$ cat src/rtl/tt_um_ejfogleman_smsdac8_core_if.sv
// tt_um_ejfogleman_smsdac8_core_if: DAC code input and unit-element drive bundle
// master drives ena/ui_in/uio_in and observes the element drives; slave is the DAC core
interface tt_um_ejfogleman_smsdac8_core_if;
  logic       ena;
  logic [7:0] ui_in;
  logic [7:0] uio_in;
  logic [7:0] uo_out;
  logic [7:0] uio_out;
  logic [7:0] uio_oe;
  modport master (output ena, ui_in, uio_in, input uo_out, uio_out, uio_oe);
  modport slave (input ena, ui_in, uio_in, output uo_out, uio_out, uio_oe);
endinterface

$ cat src/rtl/tt_um_ejfogleman_smsdac8_core.sv
// tt_um_ejfogleman_smsdac8_core: 8-bit segmented mismatch-shaping DAC encoder driving 14 unit elements
// clk: rising-edge clock; rst_n: synchronous reset, active HIGH despite the name
// bus.ena: run/freeze; bus.ui_in: code x; bus.uio_in: ignored
// bus.uo_out/bus.uio_out[7:2]: element drives, pair k weight 2^k; bus.uio_oe: constant 0xFC
// Optional macro SMSDAC_DITHER_EN adds a 16-bit LFSR that randomly suppresses pair toggles
module tt_um_ejfogleman_smsdac8_core (
  input logic clk,
  input logic rst_n,
  tt_um_ejfogleman_smsdac8_core_if.slave bus
);
  logic [7:0]  n;
  logic [7:0]  r;
  logic [13:0] elem_d, elem_q;
  logic [6:0]  s_d, s_q;
  logic [6:0]  hold;
  logic        unused_ok;
  assign unused_ok = &{1'b0, bus.uio_in};
  assign n = &bus.ui_in ? 8'd254 : bus.ui_in;
`ifdef SMSDAC_DITHER_EN
  localparam logic [15:0] SEED = 16'hACE1;
  logic [15:0] lfsr_q, lfsr_d;
  assign lfsr_d = {lfsr_q[14:0], lfsr_q[15] ^ lfsr_q[13] ^ lfsr_q[12] ^ lfsr_q[10]};
  assign hold = lfsr_q[6:0];
  always_ff @(posedge clk)
    if (rst_n) lfsr_q <= SEED;
    else if (bus.ena) lfsr_q <= lfsr_d;
`else
  assign hold = '0;
`endif
  // Peel layers from LSB up: an odd quotient forces one element chosen by s_k;
  // an even quotient fills both elements only when higher pairs cannot hold the remainder.
  always_comb begin
    r = n;
    elem_d = '0;
    s_d = s_q;
    for (int k = 0; k < 7; k++) begin
      if (r[k]) begin
        elem_d[2*k+1] = ~s_q[k];
        elem_d[2*k] = s_q[k];
        s_d[k] = s_q[k] ^ ~hold[k];
        r = r - 8'(1 << k);
      end else if (r > 8'(256 - (4 << k))) begin
        elem_d[2*k +: 2] = 2'b11;
        r = r - 8'(2 << k);
      end
    end
  end
  always_ff @(posedge clk)
    if (rst_n) begin
      elem_q <= '0;
      s_q <= '0;
    end else if (bus.ena) begin
      elem_q <= elem_d;
      s_q <= s_d;
    end else
      elem_q <= '0;
  assign bus.uo_out = elem_q[13:6];
  assign bus.uio_out = {elem_q[5:0], 2'b00};
  assign bus.uio_oe = 8'hFC;
endmodule

$ cat src/flat_wrapper.sv
// flat-port wrapper written by rule: the top's interface ports become plain ports
module tt_um_ejfogleman_smsdac8_core_flat 
  (clk, rst_n, bus_ena, bus_ui_in, bus_uio_in, bus_uo_out, bus_uio_out, bus_uio_oe);
  tt_um_ejfogleman_smsdac8_core_if bus_i ();
  input logic clk;
  input logic rst_n;
  input wire logic [$bits(bus_i.ena)-1:0] bus_ena;
  input wire logic [$bits(bus_i.ui_in)-1:0] bus_ui_in;
  input wire logic [$bits(bus_i.uio_in)-1:0] bus_uio_in;
  output wire logic [$bits(bus_i.uo_out)-1:0] bus_uo_out;
  output wire logic [$bits(bus_i.uio_out)-1:0] bus_uio_out;
  output wire logic [$bits(bus_i.uio_oe)-1:0] bus_uio_oe;
  assign bus_i.ena = bus_ena;
  assign bus_i.ui_in = bus_ui_in;
  assign bus_i.uio_in = bus_uio_in;
  assign bus_uo_out = bus_i.uo_out;
  assign bus_uio_out = bus_i.uio_out;
  assign bus_uio_oe = bus_i.uio_oe;
  tt_um_ejfogleman_smsdac8_core u_core (.clk(clk), .rst_n(rst_n), .bus(bus_i));
endmodule
$ cat config.mk
export PLATFORM = sky130hd
export DESIGN_NAME = tt_um_ejfogleman_smsdac8_core_flat
export DESIGN_NICKNAME = d
export VERILOG_FILES = /design/src/rtl/tt_um_ejfogleman_smsdac8_core_if.sv /design/src/rtl/tt_um_ejfogleman_smsdac8_core.sv /design/src/flat_wrapper.sv
export SDC_FILE = /design/constraint.sdc
export NUM_CORES = 1
export LEC_CHECK = 0
export ABC_CLOCK_PERIOD_IN_PS = 6100
export CAP_MARGIN = 10
export CORE_MARGIN = 4
export CORE_UTILIZATION = 45
export DETAILED_ROUTE_END_ITERATION = 8
export PLACE_DENSITY = 0.72
export SLEW_MARGIN = 20
export SYNTH_ARGS = -nofsm -noshare
export SYNTH_HDL_FRONTEND = slang
export SYNTH_SLANG_ARGS = --single-unit
$ cat constraint.sdc
create_clock -name clk -period 6.1 [get_ports clk]
set_input_delay 0.915 -clock clk [delete_from_list [all_inputs] [get_ports clk]]
set_output_delay 0.915 -clock clk [all_outputs]
set_load 0.01 [all_outputs]
# --- After elaboration in Yosys (flattened, before gate mapping) ---
# Index checks and enable logic that the tools add are counted.
op_classes:
  n_lt_le_gt_ge: 7
  n_addsub: 12
  n_mux: 27
  n_reduce_logical: 9
  bitwise_logic: 8
ops:
  columns: ["operator", "n"]
  rows:
  - ["$mux 8", 13]
  - ["$gt 8x8->1 const B", 6]
  - ["$mux 2", 14]
  - ["$sub 8x2->8 const B", 2]
  - ["$sub 8x3->8 const B", 2]
  - ["$sub 8x4->8 const B", 2]
  - ["$sub 8x5->8 const B", 2]
  - ["$sub 8x6->8 const B", 2]
  - ["$reduce_and 2->1", 7]
  - ["$gt 8x1->1 const B", 1]
  - ["$not 1->1", 8]
  - ["$reduce_and 8->1", 1]
  - ["$sub 8x1->8 const B", 1]
  - ["$sub 8x7->8 const B", 1]
  - ["$reduce_or 2->1", 1]
totals:
  output_inout_bits: 24
  input_bits: 19
  elab_cells: 71
  reg_bits: 21

# --- Depth between registers and ports, before layout ---
depth:
  depth_word: 23
  depth_mapped: 27

# --- Least setup slack after synthesis ---
# OpenSTA, ideal clock, no wires.
synth_path:
  path_kind: "input -> register"
  start: "input bus_ui_in[1]"
  end: "register u_core.s_q[6]"
  cell_stages: 25
  t_arrival_ps: 5453
  path_slack_ps: 518
  path_cell_list: "clkbuf_1 > nand2_1 > or3_1 > buf_2 > a311oi_4 > ha_1 > nor3b_1 > a21oi_1 > o221a_2 > o21ai_4 > inv_2 > ha_1 > nand2_1 > o31ai_1 > ha_1 > nand4_1 > a31o_2 > nand3_1 > and2_1 > buf_6 > inv_1 > ha_1 > a211o_1 > mux2i_1 > o32ai_2"
synth_between:
  elab_chain_cells: 21
  elab_cells_between_ends: 33
synth_rtl:
  columns: ["item", "line", "source"]
  rows:
  - ["start: declaration", "flat_wrapper.sv:8", "input wire logic [$bits(bus_i.ui_in)-1:0] bus_ui_in;"]
  - ["$reduce_and 8->1", "tt_um_ejfogleman_smsdac8_core.sv:18", "assign n = &bus.ui_in ? 8'd254 : bus.ui_in;"]
  - ["$mux 8 (*)", "tt_um_ejfogleman_smsdac8_core.sv:18", null]
  - ["$sub 8x2->8 / $gt 8x8->1 (equally long branches)", "tt_um_ejfogleman_smsdac8_core.sv:44, tt_um_ejfogleman_smsdac8_core.sv:42", null]
  - ["$mux 8", "tt_um_ejfogleman_smsdac8_core.sv:42", "end else if (r > 8'(256 - (4 << k))) begin"]
  - ["$mux 8 (*)", "tt_um_ejfogleman_smsdac8_core.sv:37", "if (r[k]) begin"]
  - ["$sub 8x3->8 / $gt 8x8->1 (equally long branches)", "tt_um_ejfogleman_smsdac8_core.sv:44, tt_um_ejfogleman_smsdac8_core.sv:42", null]
  - ["$mux 8", "tt_um_ejfogleman_smsdac8_core.sv:42", null]
  - ["$mux 8 (*)", "tt_um_ejfogleman_smsdac8_core.sv:37", null]
  - ["[5 not listed]", null, null]
  - ["$mux 8 (*)", "tt_um_ejfogleman_smsdac8_core.sv:37", null]
  - ["$sub 8x6->8 / $gt 8x8->1 (equally long branches)", "tt_um_ejfogleman_smsdac8_core.sv:44, tt_um_ejfogleman_smsdac8_core.sv:42", null]
  - ["$mux 8", "tt_um_ejfogleman_smsdac8_core.sv:42", null]
  - ["$mux 8 (*)", "tt_um_ejfogleman_smsdac8_core.sv:37", null]
  - ["$sub 8x7->8 / $gt 8x8->1 (equally long branches)", "tt_um_ejfogleman_smsdac8_core.sv:44, tt_um_ejfogleman_smsdac8_core.sv:42", null]
  - ["$mux 8", "tt_um_ejfogleman_smsdac8_core.sv:42", null]
  - ["$mux 8 (*)", "tt_um_ejfogleman_smsdac8_core.sv:37", null]
  - ["$reduce_and 2->1 (no line) (*)", null, null]
  - ["end signal: assignment", "tt_um_ejfogleman_smsdac8_core.sv:51", "s_q <= '0;"]
  - ["end signal: assignment", "tt_um_ejfogleman_smsdac8_core.sv:54", "s_q <= s_d;"]
  - ["end: declaration", "tt_um_ejfogleman_smsdac8_core.sv:14", "logic [6:0] s_d, s_q;"]
# Every way passes the cells marked *; elsewhere a longest branch is shown, timed or not.
# A chain may end at the register's enable or synchronous reset.

# --- Final worst setup path ---
layout_path:
  start: "input bus_ui_in[2]"
  end: "register u_core.s_q[6]"
# Same word-level chain as after synthesis.

==> results.sh <==
export IMPL_status="completed"
export IMPL_worstSetupPathType="primary input to flop"
export IMPL_rows=21
export IMPL_maxSlewHeadroom=0.5674
export IMPL_synth_seq_cells=21
export IMPL_wirelength_um=3340
export IMPL_die_area_um2=4612
export IMPL_fin_setup_tns_ps=0
export IMPL_whs_ps=491.1
export IMPL_timing_fmax_ghz=0.1797
export IMPL_portBuffers=24
export IMPL_synth_edff_count=0
export IMPL_synth_simple_area_share=0.2363
export IMPL_layout_cells_non_filler=288
export IMPL_first_global_vias=1252
export IMPL_async_reset_ff_frac=0
export IMPL_postSynthAreaPerCell_um2=7.957
export IMPL_num_io_pins=43
export IMPL_synth_cell_area_um2=1615
export IMPL_setup_viol=0
export IMPL_globalRouteTotalUtil=0.1507
export IMPL_grt_ovfl_total=0
export IMPL_post_drt_wl_per_cell_um=11.60
export IMPL_cts_htree_levels=1
export IMPL_synthTopCellsByArea="dfxtp_1, ha_1, buf_4, nand2_1, a21oi_1"
export IMPL_synth_cells=203
export IMPL_maxCapViolations=0
export IMPL_dieWidth_um=67.91
export IMPL_reg2reg_setup_slack_ps=5310
export IMPL_synth_commonest_cells="dfxtp_1, nand2_1, a21oi_1, nor2_1, inv_1"
export IMPL_yosys_cell_count_top_type="dfxtp_1"
export IMPL_clock_sinks=21
export IMPL_yosys_area_top_type_share=0.2603
export IMPL_post_cts_resized=0
export IMPL_arrival_ps=5720
export IMPL_synth_adder_area_share=0.05422
export IMPL_muxShareOfSynthArea=0.006197
export IMPL_post_route_period_util=0.9121
export IMPL_end_kind="flop"
export IMPL_startpoint_type="primary input"
export IMPL_dpl_cell_count=284
export IMPL_drc=0
export IMPL_diodes=0
export IMPL_grt_max_degree=19
export IMPL_crit_path_max_fanout=5
export IMPL_post_place_ws_ps=216.2
export IMPL_ant_nets=0
export IMPL_worstSkewPairLatency_ps=280
export IMPL_yosysUniqueCellTypes=57
export IMPL_fin_crit_ps=5564
export IMPL_p_leak_nw=0.8223
export IMPL_initial_core_util=0.4766
export IMPL_clk_pin_slew_ps=100
export IMPL_seq_area_frac_synth=0.2603
export IMPL_crit_required_ps=6260
export IMPL_cts_setup_buffers=0
export IMPL_finalNetCount=269
export IMPL_rsz0062_at_grt="false"
export IMPL_drt_pass1_iter_count=4
export IMPL_antenna_found_initial=0
export IMPL_synth_top_family_by_area="compound AO/OA/AOI/OAI gates"
export IMPL_synth_top_cell_by_area="dfxtp_1"
export IMPL_viasPerCell=5.181
export IMPL_fin_worst_skew_ps=2.767
export IMPL_grt_pass1_wl_um=5533
export IMPL_place_congestion=0.8693
export IMPL_yosysWarnings=0
export IMPL_worst_slack_ps=535.9
export IMPL_dp_hpwl_um=2773
export IMPL_core_area_um2=3390
export IMPL_ir_drop_mv=0.05930
export IMPL_die_h_um=67.91
export IMPL_vias=1492
export IMPL_hold_viol=0
export IMPL_cts_buffers=3
export IMPL_synthFlopType="dfxtp_1"
export IMPL_synth_xor_area_share=0.04338
export IMPL_worst_slew_pin_slew_ps=648.9
export IMPL_cts_root_buf="clkbuf_4"
export IMPL_clockBufferDepth=2
export IMPL_p_per_area_nw_per_um2=174.3
export IMPL_synth_compound_area_frac=0.2936
export IMPL_final_max_slew_viol_count=0
export IMPL_drive_gt1_frac=0.1777
export IMPL_ctsHoldBuffers=0
export IMPL_first_iter_violations=134
export IMPL_hp_class="flop to flop"
export IMPL_tritoncts="yes"
export IMPL_synthToLayoutAreaGrowth_pct=24.55
export IMPL_p_total_w=0.0003507
==> layout by cell type (no fill, tap or decap), types with 5 or more instances in the layout <==
| cell | count |
|---|---|
| a21oi_1 | 14 |
| o31ai_1 | 6 |
| xor2_1 | 5 |
| conb_1 | 10 |
| clkdlybuf4s50_1 | 24 |
| nand2b_1 | 9 |
| o21ai_0 | 7 |
| nand3_1 | 10 |
| dfxtp_1 | 21 |
| ha_1 | 7 |
| inv_1 | 11 |
| nand2_1 | 19 |
| nor2_1 | 14 |
| buf_4 | 21 |
==> path summary, 6_finish.rpt <==
kind	startpoint	endpoint	depth (start not counted)
setup reg to reg	u_core.s_q[5]	u_core.s_q[5]	3
setup / recovery	bus_ui_in[2]	u_core.s_q[6]	23
hold / removal	u_core.s_q[5]	u_core.elem_q[11]	1
hold reg to reg	u_core.s_q[5]	u_core.elem_q[11]	1
==> cell families (layout without fill, tap and decap cells) <==
group / Yosys count / count (layout)
other cells: 2 / 10
compound gates: 60 / 60
flops: 21 / 21
mux: 1 / 1
buf+inv: 31 / 62
simple gates: 73 / 73
fa+ha+maj: 7 / 7
xor+xnor: 8 / 8
==> sequential cells by signal, indices dropped and copies added, names as in the netlist <==
name	flops
u_core.s_q	7
u_core.elem_q	14
==> report_power, final <==
group	leakage [nW]	total [W]	internal (W)	switching, W
logic	0.635	0.000137	0.0000638	0.0000732
clock network	0.0150	0.0000599	0.0000254	0.0000345
registers	0.172	0.000154	0.000148	0.00000576
==> per-layer routing <==
metal,wire [µm],GRT usage,part of all wire
met3,210,0.006568,0.063
met5,0,0,0
met2,1455,0.2430,0.44
met4,30,0.04467,0.0090
met1,1643,0.2166,0.49
==> final cells by class <==
type,count,area (µm²)
Fill cell,310,1378
Multi-Input combinational cell,159,1061
Sequential cell,21,420.4
Timing Repair Buffer,45,397.9
Tap cell,46,57.56
Inverter,13,48.80
Clock buffer,4,26.28
==> stage by stage <==
stage               instance area [µm²]    util
global route                       2012  0.5936
finish                             2012  0.5936
global placement                   1986  0.5858
floorplan                          1645       -
detailed placement                 1986  0.5858
CTS                                2012  0.5936
==> critical path, cell delays in order <==
cell and delay, ps:
clkdlybuf4s50_1 560, nand3_2 100, or3_1 450, a311oi_4 370, ha_1 230, nor3b_1 190
a21oi_1 60, o221a_2 300, o21ai_4 70, inv_2 50, ha_1 300, nand2_1 80
o31ai_1 310, ha_1 220, nand4_1 80, a31o_2 230, nand3_1 90, and2_1 140
inv_1 40, ha_1 250, a211o_1 300, mux2i_1 270, o32ai_2 110
Power figures use the tool's default switching activity.
